`src/rtl/wdata_channel_router_if.sv`:
```
// rtl/wdata_channel_router_if.sv - signal bundle for the W channel router
// Purpose: groups the grant, master W, slave W and status signals of one
//          slave-port W router so they travel as a single port.
// Ports (signals):
//   grant_valid/grant_id/grant_ready      AW arbiter grant push
//   M0_wdata/M0_wstrb/M0_wvalid/M0_wready master 0 W channel
//   M1_wdata/M1_wstrb/M1_wvalid/M1_wready master 1 W channel
//   wlast_in                              last-beat flag from the wlast generator
//   S_wdata/S_wstrb/S_wvalid/S_wlast/S_wready slave W channel
//   wlast_gen_en/burst_beats/fifo_count   generator enable and status
// Modports: slave = router view, master = surrounding fabric / bench view.
interface wdata_channel_router_if #(
  parameter int DATA_WIDTH = 32,
  parameter int FIFO_DEPTH = 4,
  parameter int BEAT_CNT_W = 8
);
  localparam int STRB_W = DATA_WIDTH / 8;
  localparam int CNT_W  = $clog2(FIFO_DEPTH) + 1;

  logic                  grant_valid;
  logic                  grant_id;
  logic                  grant_ready;

  logic [DATA_WIDTH-1:0] M0_wdata;
  logic [STRB_W-1:0]     M0_wstrb;
  logic                  M0_wvalid;
  logic                  M0_wready;

  logic [DATA_WIDTH-1:0] M1_wdata;
  logic [STRB_W-1:0]     M1_wstrb;
  logic                  M1_wvalid;
  logic                  M1_wready;

  logic                  wlast_in;

  logic [DATA_WIDTH-1:0] S_wdata;
  logic [STRB_W-1:0]     S_wstrb;
  logic                  S_wvalid;
  logic                  S_wlast;
  logic                  S_wready;

  logic                  wlast_gen_en;
  logic [BEAT_CNT_W-1:0] burst_beats;
  logic [CNT_W-1:0]      fifo_count;

  modport slave (
    input  grant_valid, grant_id,
    output grant_ready,
    input  M0_wdata, M0_wstrb, M0_wvalid,
    output M0_wready,
    input  M1_wdata, M1_wstrb, M1_wvalid,
    output M1_wready,
    input  wlast_in,
    output S_wdata, S_wstrb, S_wvalid, S_wlast,
    input  S_wready,
    output wlast_gen_en, burst_beats, fifo_count
  );

  modport master (
    output grant_valid, grant_id,
    input  grant_ready,
    output M0_wdata, M0_wstrb, M0_wvalid,
    input  M0_wready,
    output M1_wdata, M1_wstrb, M1_wvalid,
    input  M1_wready,
    output wlast_in,
    input  S_wdata, S_wstrb, S_wvalid, S_wlast,
    output S_wready,
    input  wlast_gen_en, burst_beats, fifo_count
  );
endinterface

```
`src/rtl/wdata_channel_router.sv`:
```
// rtl/wdata_channel_router.sv - W channel router for one slave port shared by two masters
// Purpose: AW grants are queued in order in a grant FIFO; the master whose grant
//          is at the FIFO head owns the slave W channel until its last-beat
//          handshake (wlast_in from the wlast generator), then the grant pops.
// Ports:
//   ACLK     clock
//   ARESETN  asynchronous active-low reset
//   bus      wdata_channel_router_if.slave (grant, M0/M1 W, slave W, status)
// Configuration macro: W_OUT_REG_EN - when defined, a 2-entry skid buffer
//   registers S_wdata/S_wstrb/S_wvalid/S_wlast (+1 cycle, full throughput) and
//   master wready becomes "buffer not full"; grant pop and burst_beats then
//   follow the master-side acceptance into the buffer.
module wdata_channel_router #(
  parameter int DATA_WIDTH = 32,
  parameter int FIFO_DEPTH = 4,
  parameter int BEAT_CNT_W = 8
) (
  input  logic                  ACLK,
  input  logic                  ARESETN,
  wdata_channel_router_if.slave bus
);
  localparam int STRB_W = DATA_WIDTH / 8;
  localparam int PTR_W  = $clog2(FIFO_DEPTH);
  localparam int CNT_W  = PTR_W + 1;

  typedef enum logic {ST_IDLE = 1'b0, ST_ROUTE = 1'b1} state_t;

  state_t                r_state;
  state_t                w_state_nxt;

  logic                  r_fifo_mem [FIFO_DEPTH];
  logic [PTR_W-1:0]      r_wr_ptr;
  logic [PTR_W-1:0]      r_rd_ptr;
  logic [CNT_W-1:0]      r_count;
  logic [CNT_W-1:0]      w_count_nxt;
  logic [BEAT_CNT_W-1:0] r_burst_beats;

  logic                  w_full;
  logic                  w_empty;
  logic                  w_push;
  logic                  w_pop;
  logic                  w_head;
  logic                  w_route;

  logic                  w_sel_wvalid;
  logic [DATA_WIDTH-1:0] w_sel_wdata;
  logic [STRB_W-1:0]     w_sel_wstrb;

  // w_acc_ready: whether the slave side can take a beat this cycle.
  // w_accept: a beat from the head master is taken this cycle.
  logic                  w_acc_ready;
  logic                  w_accept;

  logic                  w_m0_wready;
  logic                  w_m1_wready;
  logic                  w_wlast_gen_en;

  logic                  w_s_wvalid;
  logic                  w_s_wlast;
  logic [DATA_WIDTH-1:0] w_s_wdata;
  logic [STRB_W-1:0]     w_s_wstrb;

  // Grant FIFO status. No pass-through: a full FIFO refuses a grant even when
  // it pops in the same cycle.
  assign w_full  = (r_count == CNT_W'(FIFO_DEPTH));
  assign w_empty = (r_count == '0);
  assign w_push  = bus.grant_valid && !w_full;
  assign w_head  = r_fifo_mem[r_rd_ptr];
  assign w_route = (r_state == ST_ROUTE);

  assign w_sel_wvalid = w_head ? bus.M1_wvalid : bus.M0_wvalid;
  assign w_sel_wdata  = w_head ? bus.M1_wdata  : bus.M0_wdata;
  assign w_sel_wstrb  = w_head ? bus.M1_wstrb  : bus.M0_wstrb;

  assign w_accept    = w_route && w_sel_wvalid && w_acc_ready;
  assign w_pop       = w_accept && bus.wlast_in;
  assign w_count_nxt = r_count + CNT_W'(w_push) - CNT_W'(w_pop);

  always_ff @(posedge ACLK or negedge ARESETN) begin
    if (!ARESETN) begin
      for (int i = 0; i < FIFO_DEPTH; i++) begin
        r_fifo_mem[i] <= 1'b0;
      end
      r_wr_ptr <= '0;
      r_rd_ptr <= '0;
      r_count  <= '0;
    end else begin
      if (w_push) begin
        r_fifo_mem[r_wr_ptr] <= bus.grant_id;
        r_wr_ptr             <= r_wr_ptr + PTR_W'(1);
      end
      if (w_pop) begin
        r_rd_ptr <= r_rd_ptr + PTR_W'(1);
      end
      r_count <= w_count_nxt;
    end
  end

  always_ff @(posedge ACLK or negedge ARESETN) begin
    if (!ARESETN) begin
      r_state <= ST_IDLE;
    end else begin
      r_state <= w_state_nxt;
    end
  end

  // IDLE waits one cycle after the FIFO turns non-empty (no bypass). ROUTE
  // leaves only when the last beat pops the final entry, so a grant pushed in
  // the same cycle keeps bursts back-to-back.
  always_comb begin
    w_state_nxt    = r_state;
    w_m0_wready    = 1'b0;
    w_m1_wready    = 1'b0;
    w_wlast_gen_en = 1'b0;
    case (r_state)
      ST_IDLE: begin
        if (!w_empty) begin
          w_state_nxt = ST_ROUTE;
        end
      end
      ST_ROUTE: begin
        w_wlast_gen_en = 1'b1;
        w_m0_wready    = !w_head && w_acc_ready;
        w_m1_wready    = w_head && w_acc_ready;
        if (w_pop && (w_count_nxt == '0)) begin
          w_state_nxt = ST_IDLE;
        end
      end
      default: begin
        w_state_nxt = ST_IDLE;
      end
    endcase
  end

  // Beat counter: clear on the last beat wins over the increment; saturates.
  always_ff @(posedge ACLK or negedge ARESETN) begin
    if (!ARESETN) begin
      r_burst_beats <= '0;
    end else if (w_pop) begin
      r_burst_beats <= '0;
    end else if (w_accept && (r_burst_beats != '1)) begin
      r_burst_beats <= r_burst_beats + BEAT_CNT_W'(1);
    end
  end

`ifdef W_OUT_REG_EN
  logic [DATA_WIDTH-1:0] r_sb_data [2];
  logic [STRB_W-1:0]     r_sb_strb [2];
  logic                  r_sb_last [2];
  logic                  r_sb_wr;
  logic                  r_sb_rd;
  logic [1:0]            r_sb_count;
  logic                  w_sb_pop;

  // Master ready only looks at buffer occupancy, breaking the S_wready path.
  assign w_acc_ready = (r_sb_count != 2'd2);
  assign w_sb_pop    = (r_sb_count != 2'd0) && bus.S_wready;

  assign w_s_wvalid = (r_sb_count != 2'd0);
  assign w_s_wdata  = r_sb_data[r_sb_rd];
  assign w_s_wstrb  = r_sb_strb[r_sb_rd];
  assign w_s_wlast  = r_sb_last[r_sb_rd];

  always_ff @(posedge ACLK or negedge ARESETN) begin
    if (!ARESETN) begin
      for (int i = 0; i < 2; i++) begin
        r_sb_data[i] <= '0;
        r_sb_strb[i] <= '0;
        r_sb_last[i] <= 1'b0;
      end
      r_sb_wr    <= 1'b0;
      r_sb_rd    <= 1'b0;
      r_sb_count <= 2'd0;
    end else begin
      if (w_accept) begin
        r_sb_data[r_sb_wr] <= w_sel_wdata;
        r_sb_strb[r_sb_wr] <= w_sel_wstrb;
        r_sb_last[r_sb_wr] <= bus.wlast_in;
        r_sb_wr            <= ~r_sb_wr;
      end
      if (w_sb_pop) begin
        r_sb_rd <= ~r_sb_rd;
      end
      r_sb_count <= r_sb_count + 2'(w_accept) - 2'(w_sb_pop);
    end
  end
`else
  // Zero-latency path: outputs are forced to 0 outside ROUTE.
  assign w_acc_ready = bus.S_wready;
  assign w_s_wvalid  = w_route && w_sel_wvalid;
  assign w_s_wdata   = w_route ? w_sel_wdata : '0;
  assign w_s_wstrb   = w_route ? w_sel_wstrb : '0;
  assign w_s_wlast   = w_route && bus.wlast_in;
`endif

  assign bus.grant_ready  = !w_full;
  assign bus.M0_wready    = w_m0_wready;
  assign bus.M1_wready    = w_m1_wready;
  assign bus.S_wdata      = w_s_wdata;
  assign bus.S_wstrb      = w_s_wstrb;
  assign bus.S_wvalid     = w_s_wvalid;
  assign bus.S_wlast      = w_s_wlast;
  assign bus.wlast_gen_en = w_wlast_gen_en;
  assign bus.burst_beats  = r_burst_beats;
  assign bus.fifo_count   = r_count;
endmodule

```
`src/flat_wrapper.sv`:
```
// flat-port wrapper written by rule: the top's interface ports become plain ports
module wdata_channel_router_flat 
#(
  parameter int DATA_WIDTH = 32,
  parameter int FIFO_DEPTH = 4,
  parameter int BEAT_CNT_W = 8
)
  (ACLK, ARESETN, bus_grant_valid, bus_grant_id, bus_grant_ready, bus_M0_wdata, bus_M0_wstrb, bus_M0_wvalid, bus_M0_wready, bus_M1_wdata, bus_M1_wstrb, bus_M1_wvalid, bus_M1_wready, bus_wlast_in, bus_S_wdata, bus_S_wstrb, bus_S_wvalid, bus_S_wlast, bus_S_wready, bus_wlast_gen_en, bus_burst_beats, bus_fifo_count);
  wdata_channel_router_if #(.DATA_WIDTH(DATA_WIDTH), .FIFO_DEPTH(FIFO_DEPTH), .BEAT_CNT_W(BEAT_CNT_W)) bus_i ();
  input  logic ACLK;
  input  logic ARESETN;
  input wire logic [$bits(bus_i.grant_valid)-1:0] bus_grant_valid;
  input wire logic [$bits(bus_i.grant_id)-1:0] bus_grant_id;
  output wire logic [$bits(bus_i.grant_ready)-1:0] bus_grant_ready;
  input wire logic [$bits(bus_i.M0_wdata)-1:0] bus_M0_wdata;
  input wire logic [$bits(bus_i.M0_wstrb)-1:0] bus_M0_wstrb;
  input wire logic [$bits(bus_i.M0_wvalid)-1:0] bus_M0_wvalid;
  output wire logic [$bits(bus_i.M0_wready)-1:0] bus_M0_wready;
  input wire logic [$bits(bus_i.M1_wdata)-1:0] bus_M1_wdata;
  input wire logic [$bits(bus_i.M1_wstrb)-1:0] bus_M1_wstrb;
  input wire logic [$bits(bus_i.M1_wvalid)-1:0] bus_M1_wvalid;
  output wire logic [$bits(bus_i.M1_wready)-1:0] bus_M1_wready;
  input wire logic [$bits(bus_i.wlast_in)-1:0] bus_wlast_in;
  output wire logic [$bits(bus_i.S_wdata)-1:0] bus_S_wdata;
  output wire logic [$bits(bus_i.S_wstrb)-1:0] bus_S_wstrb;
  output wire logic [$bits(bus_i.S_wvalid)-1:0] bus_S_wvalid;
  output wire logic [$bits(bus_i.S_wlast)-1:0] bus_S_wlast;
  input wire logic [$bits(bus_i.S_wready)-1:0] bus_S_wready;
  output wire logic [$bits(bus_i.wlast_gen_en)-1:0] bus_wlast_gen_en;
  output wire logic [$bits(bus_i.burst_beats)-1:0] bus_burst_beats;
  output wire logic [$bits(bus_i.fifo_count)-1:0] bus_fifo_count;
  assign bus_i.grant_valid = bus_grant_valid;
  assign bus_i.grant_id = bus_grant_id;
  assign bus_grant_ready = bus_i.grant_ready;
  assign bus_i.M0_wdata = bus_M0_wdata;
  assign bus_i.M0_wstrb = bus_M0_wstrb;
  assign bus_i.M0_wvalid = bus_M0_wvalid;
  assign bus_M0_wready = bus_i.M0_wready;
  assign bus_i.M1_wdata = bus_M1_wdata;
  assign bus_i.M1_wstrb = bus_M1_wstrb;
  assign bus_i.M1_wvalid = bus_M1_wvalid;
  assign bus_M1_wready = bus_i.M1_wready;
  assign bus_i.wlast_in = bus_wlast_in;
  assign bus_S_wdata = bus_i.S_wdata;
  assign bus_S_wstrb = bus_i.S_wstrb;
  assign bus_S_wvalid = bus_i.S_wvalid;
  assign bus_S_wlast = bus_i.S_wlast;
  assign bus_i.S_wready = bus_S_wready;
  assign bus_wlast_gen_en = bus_i.wlast_gen_en;
  assign bus_burst_beats = bus_i.burst_beats;
  assign bus_fifo_count = bus_i.fifo_count;
  wdata_channel_router #(.DATA_WIDTH(DATA_WIDTH), .FIFO_DEPTH(FIFO_DEPTH), .BEAT_CNT_W(BEAT_CNT_W)) u_core (.ACLK(ACLK), .ARESETN(ARESETN), .bus(bus_i));
endmodule
```
`config.mk`:
```
export PLATFORM = sky130hd
export DESIGN_NAME = wdata_channel_router_flat
export DESIGN_NICKNAME = d
export VERILOG_FILES = /design/src/rtl/wdata_channel_router_if.sv /design/src/rtl/wdata_channel_router.sv /design/src/flat_wrapper.sv
export SDC_FILE = /design/constraint.sdc
export NUM_CORES = 1
export LEC_CHECK = 0
export CORE_ASPECT_RATIO = 0.75
export CORE_UTILIZATION = 34
export CTS_CLUSTER_SIZE = 12
export DETAILED_ROUTE_END_ITERATION = 12
export PLACE_DENSITY = 0.94
export SETUP_SLACK_MARGIN = 0.15
export SKIP_CTS_REPAIR_TIMING = 1
export SYNTH_ARGS = -nofsm -noshare
export SYNTH_HDL_FRONTEND = slang
export SYNTH_SLANG_ARGS = --single-unit
```
`constraint.sdc`:
```
create_clock -name ACLK -period 4.1 [get_ports ACLK]
set_clock_uncertainty 0.1 [all_clocks]
set_input_delay 0.615 -clock ACLK [delete_from_list [all_inputs] [get_ports ACLK]]
set_output_delay 0.615 -clock ACLK [all_outputs]
set_load 0.01 [all_outputs]
```
==> out/results.txt, run 1 <==
Post-Synthesis Net Count = 319
Power Internal = 0.00133 W
synthesized area = 1720 µm²
commonest non-fill, non-tap cells in the layout = clkdlybuf4s50_1 (132), nand2_1 (83), a21boi_0 (36), dfrtp_1 (20), nor2_1 (8)
placed wire-length estimate = 4.56 mm
first-pass GRT wire length = 9.85 mm
final setup violation count = 0
commonest non-fill, non-tap cell in the layout = clkdlybuf4s50_1
final hold violations = 0
share of layout cells above drive strength 1 = 3.94%
vias per inst = 4.87
Clk pin slew, worst setup/hold paths = 0.07 ns
failing checks = design-rule violations
TritonCTS clock tree = done
total track usage = 22.9%
Vias = 2,022
Setup CP Type = register to register
hold_sp = u_core.bus.burst_beats[6]
Core ar. = 4870 µm²
Reg-to-Reg Start = u_core.r_rd_ptr[0]
worst setup path start = u_core.r_rd_ptr[0]
largest net degree at the start of global routing = 42
Worst VDD drop = 0.401 mV
Initial Util = 35.4%
IO Count = 133
Worst setup EP type = register
Worst Path Arrival = 3.35 ns
htree depth = 1
critical path required time = 4.11 ns
Crit Path Max Fanout = 4
Port-buffer cells = 132
Rows = 22
minimum clock period after layout = 3.34 ns
status = finished, violations left
sequential share of the synthesized area = 29.0%
Setup TNS Final = 0 ns
clock share of power = 5.2%
PD cells = 757 nW/µm²
Worst-Margin Slew = 0.892 ns
nets = 445
Die Y = 63.7 µm
Hold Path Class = register to register
DRT antenna net count = 0
TritonCTS Sinks = 20
Syn-to-layout area delta = 82.1%
DRT Wirelength = 5.97 mm
initial antenna violation count = 0
switching share of power = 44.0%
CP startpoint kind = register
number of inserted diodes = 0
drt drc = 22
total grt overflow = 0
Final GP Congestion = 0.800
vias in the first global route = 1,954
non-filler cells in the finished layout = 415
sequential share of power = 15.9%
synth warn = 0
P_sw = 0.00105 W
max cap viols = 0
die area = 5360 µm²
CTS Buf Count = 3
relative slew slack = 40.3%
Slew Limit Fails = 0
root buffer cell = clkbuf_8
Syn Inst Count = 231
Final period util = 81.5%
Combinational Power Share = 79.0%
CTS Buffer Depth = 2
WL/cell = 14.4 µm
initial drt markers = 105
Die X-Extent = 84.2 µm
placed cell count = 412
drt first pass iters = 8
syn_area_per_cell = 7.46 µm²
Pleak = 1.34 nW
post-synth cell types = 33
FF+latch count, synth = 20
clock latency at the later pin of the worst-skew pair = 0.25 ns
RSZ-0062 raised after global routing = no
fmax = 299 MHz
==> per-stage QoR <==
stage	total power [W]	instance area [µm²]	utilization (%)	setup WS, ns	hold slack [ns]
after detailed placement	0.00226	3100	63.5	0.599	0.418
after floorplan	0.00129	1720	-	1.05	0.219
after global placement	0.00221	3100	63.5	0.722	0.413
final	0.00238	3140	64.4	0.759	0.440
after global routing	0.00258	3140	64.4	0.576	0.471
after CTS	0.00239	3140	64.4	0.751	0.434
==> per-layer routing <==
layer | wire (µm) | track usage [%] | up-vias
li1 | - | - | 1019
met1 | 2550 | 29.7 | 930
met2 | 2970 | 41.2 | 71
met3 | 430 | 4.06 | 2
met4 | 19 | 1.94 | 0
met5 | 0 | 0 | -
==> power by group through the flow <==
stage / Combinational (W) / Sequential [W] / Clock [W]
floorplan: 0.000918 / 0.000375 / 0
global placement: 0.00185 / 0.000369 / 0
detailed placement: 0.00188 / 0.000378 / 0
CTS: 0.00189 / 0.000374 / 0.000127
global route: 0.00205 / 0.000390 / 0.000136
finish: 0.00188 / 0.000377 / 0.000122
==> synthesized netlist by cell type, drive strengths merged <==
cell type | count | area share, %
nand2 | 83 | 18
a21boi | 37 | 16
dfrtp | 20 | 29
clkbuf | 14 | 3.1
nor2 | 8 | 1.7
ha | 7 | 5.1
inv | 7 | 1.5
mux2 | 7 | 4.6
nor3 | 7 | 2.0
nand3 | 4 | 1.2
nor2b | 4 | 1.5
mux2i | 3 | 1.7
nor3b | 3 | 1.3
nor4 | 3 | 1.1
xnor2 | 3 | 1.5
a211o | 2 | 1.0
a21oi | 2 | 0.58
buf | 2 | 0.51
o32a | 2 | 1.2
or3 | 2 | 0.73
xor2 | 2 | 1.0
a221o | 1 | 0.58
a31oi | 1 | 0.36
and2 | 1 | 0.36
and4 | 1 | 0.51
fa | 1 | 1.2
mux4 | 1 | 1.3
nand2b | 1 | 0.36
o21ai | 1 | 0.29
o22a | 1 | 0.51
==> critical path, stage by stage (launching register included) <==
cell	delay, ns
dfrtp_1	0.45
mux4_2	0.57
mux2i_1	0.15
nor3b_1	0.44
ha_1	0.33
inv_1	0.06
ha_1	0.12
inv_1	0.05
fa_1	0.37
xnor2_1	0.15
xnor2_1	0.15
nor3_1	0.18
a21oi_1	0.09
==> state kept, by name (all words and copies together), names as in the netlist <==
signal	flops
u_core.bus.burst_beats	8
u_core.r_rd_ptr	2
u_core.r_fifo_mem	4
u_core.bus.fifo_count	3
u_core.r_state	1
u_core.r_wr_ptr	2
==> area by class of cell <==
cell class	instances	area, µm²
multi-input combinational	188	1130
sequential	20	500
fill	404	1740
inverter	7	26.3
timing repair buffer	137	1360
tap	60	75.1
clock buffer	3	41.3
==> final timing paths <==
kind | slack, ns | depth (start not counted) | end
max in group asynchronous | 2.59 | 1 | u_core.bus.burst_beats[4]
worst min register to register | 0.44 | 1 | u_core.bus.burst_beats[6]
worst min-delay path | 0.44 | 1 | u_core.bus.burst_beats[6]
worst max-delay path | 0.76 | 12 | u_core.r_state
worst max register to register | 0.76 | 12 | u_core.r_state
min in group asynchronous | 0.77 | 1 | u_core.r_rd_ptr[1]
==> cell families (layout without fill, tap and decap cells) <==
logic type	Yosys count	in the layout	share of synthesized area, %
flip-flops	20	20	29.0
adder cells (fa/ha/maj)	8	8	6.25
multiplexers	11	11	7.62
AND/OR/NAND/NOR	117	117	28.8
AO/OA/AOI/OAI	47	47	20.6
buffers and inverters	23	147	5.08
XOR/XNOR	5	5	2.54
No activity file was read; power rests on OpenSTA's default activity.
==> run 2: changes to the inputs <==
--- a/config.mk
+++ b/config.mk
@@ -6,10 +6,10 @@
 export NUM_CORES = 1
 export LEC_CHECK = 0
 export CORE_ASPECT_RATIO = 0.75
-export CORE_UTILIZATION = 34
+export CORE_UTILIZATION = 31
 export CTS_CLUSTER_SIZE = 12
 export DETAILED_ROUTE_END_ITERATION = 12
-export PLACE_DENSITY = 0.94
+export PLACE_DENSITY = 0.9
 export SETUP_SLACK_MARGIN = 0.15
 export SKIP_CTS_REPAIR_TIMING = 1
 export SYNTH_ARGS = -nofsm -noshare
==> constraint.sdc (replaced) <==
create_clock -name ACLK -period 3.01 [get_ports ACLK]
set_clock_uncertainty 0.1 [all_clocks]
set_input_delay 0.4515 -clock ACLK [delete_from_list [all_inputs] [get_ports ACLK]]
set_output_delay 0.4515 -clock ACLK [all_outputs]
set_load 0.01 [all_outputs]
==> out/results.txt, run 2 (synthesis gave the netlist of run 1 again) <==
status = finished, final reports clean
CTS Buffer Depth = 2 (unchanged)
Hold EP = u_core.r_fifo_mem[2]
Final GP Congestion = 0.826 (+3.2%)
max incr delay on CP = 0.52 ns (-0.05 ns)
critical path required time = 3.10 ns (-1.01 ns)
TritonCTS Sinks = 20 (unchanged)
Core ar. = 5350 µm² (+9.9%)
Slew Limit Fails = 0 (unchanged)
Worst setup EP type = register
vias in the first global route = 1,932 (-1.1%)
crit path cell chain = mux4_2 -> mux2i_2 -> nor3b_2 -> ha_1 -> inv_1 -> ha_1 -> inv_1 -> fa_2 -> xnor2_2 -> xnor2_1 -> nor3_1 -> a21oi_1
number of inserted diodes = 0 (unchanged)
Final period util = 97.3% (+16 points)
total track usage = 21.0% (-1.9 points)
Final Cell Area = 3250 µm² (+3.6%)
RR Endpoint = u_core.r_state
hold_sp = u_core.r_fifo_mem[2]
Pleak = 1.40 nW (+4.0%)
die area = 5860 µm² (+9.4%)
max FFs per register = 8 (unchanged)
Final Core Density = 60.7% (-3.7 points)
nets = 449 (+0.90%)
DRT antenna net count = 0 (unchanged)
Post-Place Cell Area = 3170 µm² (+2.3%)
Worst VDD drop = 0.504 mV (+26%)
r2r worst-path depth = 12 (unchanged)
initial drt markers = 89 (-15%)
initial antenna violation count = 0 (unchanged)
Layout fillers = 451 (+12%)
final hold violations = 0 (unchanged)
max cap viols = 0 (unchanged)
Die X-Extent = 88.1 µm (+4.6%)
final setup violation count = 0 (unchanged)
Worst Path Arrival = 3.01 ns (-0.34 ns)
CP max-delay cell = mux4_2
commonest non-fill, non-tap cell in the layout = clkdlybuf4s50_1
relative slew slack = 39.8% (-0.58 points)
largest net degree at the start of global routing = 42 (unchanged)
drt drc = 0 (-100%)
Crit Path Max Fanout = 3 (-1)
Clk pin slew, worst setup/hold paths = 0.08 ns (about the same)
R2R Setup Slk = 0.08 ns (-0.68 ns)
PD cells = 1060 nW/µm² (+40%)
worst setup margin = 0.0827 ns (-0.677 ns)
Multi-input gate area = 1150 µm² (+1.7%)
placed wire-length estimate = 4.85 mm (+6.2%)
Initial Util = 32.2% (-3.2 points)
Die Y = 66.6 µm (+4.6%)
DRT Wirelength = 6.24 mm (+4.6%)
total grt overflow = 0 (unchanged)
TritonCTS clock tree = done
register area = 500 µm² (unchanged)
share of layout cells above drive strength 1 = 6.39% (+2.4 points)
minimum clock period after layout = 2.93 ns (-0.413 ns)
vias per inst = 4.82 (-1.2%)
CTS Buf Count = 3 (unchanged)
root buffer cell = clkbuf_8
commonest non-fill, non-tap cells in the layout = clkdlybuf4s50_1 (131), nand2_1 (83), a21boi_0 (36), dfrtp_1 (20)
fmax = 342 MHz (+14%)
RSZ-0062 raised after global routing = yes
Setup CP Type = register to register
clock latency at the later pin of the worst-skew pair = 0.26 ns (about the same)
WL/cell = 14.4 µm (-0.25%)
Syn-to-layout area delta = 88.6%
Reg-to-Reg Start = u_core.r_fifo_mem[1]
htree depth = 1 (unchanged)
Setup WS pre-CTS = 0.107 ns (-0.492 ns)
CP startpoint kind = register
drt first pass iters = 4 (-4)
IO Count = 133 (unchanged)
Rows = 23 (+4.5%)
Hold Path Class = register to register
Port-buffer cells = 132 (unchanged)
Worst-Margin Slew = 0.901 ns (+0.00868 ns)
first-pass GRT wire length = 9.43 mm (-4.3%)
worst hold path depth = 1 (unchanged)
Vias = 2,095 (+3.6%)
==> run 2: worst max path at each step <==
stage | cells after the start | startpoint | to | slack, ns
detailed placement | 12 | u_core.r_fifo_mem[1] | u_core.r_state | 0.11
finish | 12 | u_core.r_fifo_mem[1] | u_core.r_state | 0.08
floorplan | 12 | u_core.r_rd_ptr[0] | u_core.r_state | 0.15
global placement | 12 | u_core.r_rd_ptr[0] | u_core.r_state | 0.18
CTS | 5 | u_core.r_rd_ptr[0] | bus_S_wdata[25] | 0.08
global route | 12 | u_core.r_fifo_mem[1] | u_core.r_state | -0.09
==> run 2: critical path, delay by kind of cell, from the launching register on <==
family | cells | cell delay, ns
fa+ha+maj | 3 | 0.73
mux | 2 | 0.71
buf+inv | 2 | 0.11
flops | 1 | 0.42
simple gates | 2 | 0.28
compound gates | 1 | 0.15
xor+xnor | 2 | 0.37
==> run 2: final cells by class <==
| class | instances | share of cell area (%) |
|---|---|---|
| Timing Repair Buffer | 141 | 43.2 |
| Multi-Input combinational cell | 188 | 35.5 |
| Sequential cell | 20 | 15.4 |
| Tap cell | 75 | 2.89 |
| Clock buffer | 3 | 1.27 |
| Clock inverter | 1 | 0.924 |
| Inverter | 7 | 0.809 |
==> run 2: power by group <==
| part | internal (W) | switching [W] | total, W |
|---|---|---|---|
| Combinational | 0.00142 | 0.00125 | 0.00267 |
| Sequential | 0.000380 | 0.000136 | 0.000515 |
| Clock | 0.000178 | 0.0000931 | 0.000271 |
==> run 2: per-stage QoR <==
| stage | total power (W) | hold slack (ns) | instances | setup TNS [ns] |
|---|---|---|---|---|
| 2_1_floorplan | 0.00177 | 0.0559 | 231 | 0 |
| 3_3_place_gp | 0.00313 | 0.415 | 431 | 0 |
| 3_5_place_dp | 0.00320 | 0.424 | 431 | 0 |
| 4_1_cts | 0.00348 | 0.441 | 435 | 0 |
| 5_1_grt | 0.00373 | 0.486 | 435 | -0.0936 |
| 6_report | 0.00346 | 0.444 | 435 | 0 |
==> run 2: layer usage <==
metal / track usage (%) / vias to the layer above / wire length [µm]
li1: - / 1032 / -
met1: 25.3 / 968 / 2560
met2: 36.4 / 79 / 2980
met3: 4.96 / 16 / 525
met4: 7.46 / 0 / 174
met5: 0 / - / 0
==> run 3: changes to the inputs <==
--- a/config.mk
+++ b/config.mk
@@ -9,6 +9,7 @@
 export CORE_UTILIZATION = 31
 export CTS_CLUSTER_SIZE = 12
 export DETAILED_ROUTE_END_ITERATION = 12
+export GPL_TIMING_DRIVEN = 0
 export PLACE_DENSITY = 0.9
 export SETUP_SLACK_MARGIN = 0.15
 export SKIP_CTS_REPAIR_TIMING = 1
==> out/results.txt, run 3 (synthesis gave the netlist of run 1 again) <==
worst setup path start = u_core.r_rd_ptr[0]
Die X-Extent = 88.1 µm (unchanged)
CTS Buf Count = 3 (unchanged)
Slew Limit Fails = 0 (unchanged)
commonest non-fill, non-tap cell in the layout = clkdlybuf4s50_1
total grt overflow = 0 (unchanged)
Final Cell Area = 3280 µm² (+1.0%)
clock latency at the later pin of the worst-skew pair = 0.26 ns (about the same)
register area = 500 µm² (unchanged)
Pleak = 1.41 nW (+1.4%)
Worst VDD drop = 0.317 mV (-37%)
Port-buffer cells = 132 (unchanged)
commonest non-fill, non-tap cells in the layout = clkdlybuf4s50_1 (131), nand2_1 (83), a21boi_0 (36), dfrtp_1 (20), nor2_1 (8)
Final period util = 103% (+6.0 points)
nets = 458 (+2.0%)
TritonCTS clock tree = done
die area = 5860 µm² (unchanged)
fmax = 322 MHz (-5.8%)
number of inserted diodes = 0 (unchanged)
status = finished, violations left
Syn-to-layout area delta = 90.5%
Initial Util = 32.2% (unchanged)
drt drc = 0 (unchanged)
CP max-delay cell = mux4_2
relative slew slack = 40.3% (+0.50 points)
placed cell count = 438 (+1.6%)
Worst-Margin Slew = 0.893 ns (-0.00741 ns)
drt first pass iters = 4 (unchanged)
final setup violation count = 2 (+2)
DRT antenna net count = 0 (unchanged)
hold_sp = u_core.r_fifo_mem[2]
Final Core Density = 61.3% (+0.61 points)
TritonCTS Sinks = 20 (unchanged)
Hold Path Class = register to register
crit path cell chain = mux4_2 -> mux2i_4 -> nor3b_4 -> ha_1 -> inv_1 -> ha_1 -> inv_1 -> fa_2 -> xnor2_2 -> xnor2_2 -> nor3_2 -> a21oi_1
Post-Place Cell Area = 3150 µm² (-0.59%)
Setup WS pre-CTS = -0.0911 ns (-0.198 ns)
critical path required time = 3.04 ns (-0.06 ns)
placed wire-length estimate = 4.88 mm (+0.72%)
Setup CP Type = register to register
WL/cell = 14.2 µm (-0.74%)
largest net degree at the start of global routing = 21 (-50%)
vias in the first global route = 1,945 (+0.67%)
CTS Buffer Depth = 2 (unchanged)
Worst Path Arrival = 3.14 ns (+0.13 ns)
Multi-input gate area = 1180 µm² (+2.7%)
root buffer cell = clkbuf_8
worst setup margin = -0.0989 ns (-0.182 ns)
max incr delay on CP = 0.58 ns (+0.06 ns)
Final GP Congestion = 0.806 (-2.4%)
initial drt markers = 71 (-20%)
Die Y = 66.6 µm (unchanged)
Setup TNS Final = -0.123 ns (-0.123 ns)
failing checks = negative setup slack
Core ar. = 5350 µm² (unchanged)
Reg-to-Reg Start = u_core.r_rd_ptr[0]
Rows = 23 (unchanged)
worst hold path depth = 1 (unchanged)
Crit Path Max Fanout = 3 (unchanged)
max cap viols = 0 (unchanged)
total track usage = 20.2% (-0.80 points)
minimum clock period after layout = 3.11 ns (+0.182 ns)
max FFs per register = 8 (unchanged)
RSZ-0062 raised after global routing = yes
Worst setup EP type = register
htree depth = 1 (unchanged)
DRT Wirelength = 6.33 mm (+1.3%)
CP startpoint kind = register
PD cells = 1070 nW/µm² (+0.81%)
non-filler cells in the finished layout = 444 (+2.1%)
Vias = 2,125 (+1.4%)
IO Count = 133 (unchanged)
r2r worst-path depth = 12 (unchanged)
initial antenna violation count = 0 (unchanged)
vias per inst = 4.79 (-0.62%)
first-pass GRT wire length = 9.25 mm (-1.8%)
Clk pin slew, worst setup/hold paths = 0.07 ns (about the same)
share of layout cells above drive strength 1 = 7.59% (+1.2 points)
final hold violations = 0 (unchanged)
Layout fillers = 455 (+0.89%)
run 3: cell count changes in the layout (fill, tap and decap cells not counted), moves of 3 or more:
cell      change
buf_4         -5
clkbuf_2      +3
clkbuf_1      +6
buf_2         +3
clkbuf_4      +3
run 3: layout make-up:
| class | instances | share of cell area (%) |
|---|---|---|
| inverters | 7 | 0.801 |
| clock buffers | 4 | 1.68 |
| flip-flops and latches | 20 | 15.2 |
| multi-input cells | 188 | 36.1 |
| plain buffers | 15 | 2.29 |
| repair buffers | 135 | 41.0 |
| well taps | 75 | 2.86 |
run 3: critical path: cells and delay by family, from the launching register on:
family                   cells  cell delay (ns)
flip-flops                   1             0.41
multiplexers                 2             0.81
AO/OA/AOI/OAI                1             0.08
AND/OR/NAND/NOR              2             0.37
adder cells (fa/ha/maj)      3             0.76
XOR/XNOR                     2             0.32
buffers and inverters        2             0.13
run 3: path summary, 6_finish.rpt:
path,end,slack [ns]
min,u_core.r_fifo_mem[2],0.45
min in group asynchronous,u_core.bus.burst_beats[5],0.60
min reg2reg,u_core.r_fifo_mem[2],0.45
max in group asynchronous,u_core.r_wr_ptr[0],1.67
max reg2reg,u_core.r_state,-0.1
max,u_core.r_state,-0.1
run 3: power by group:
part / switching [W] / internal, W / total, W / leakage [nW]
clock: 0.0000885 / 0.000116 / 0.000205 / 0.0288
sequential: 0.000137 / 0.000380 / 0.000517 / 0.244
combinational: 0.00130 / 0.00150 / 0.00280 / 1.14
total: 0.00153 / 0.00199 / 0.00352 / 1.41
run 3: metal layers:
metal	track usage (%)	up-vias	part of all wire, %
met1	24.3	993	41
met5	0	-	0
met3	3.47	6	7.0
met4	4.03	0	1.1
li1	-	1054	-
met2	37.6	72	51
run 3: through the flow:
step | power (W) | hold slack (ns)
after floorplan | 0.00177 | 0.0559
after global placement | 0.00308 | 0.416
after detailed placement | 0.00314 | 0.420
after CTS | 0.00335 | 0.435
after global routing | 0.00379 | 0.478
final | 0.00352 | 0.453
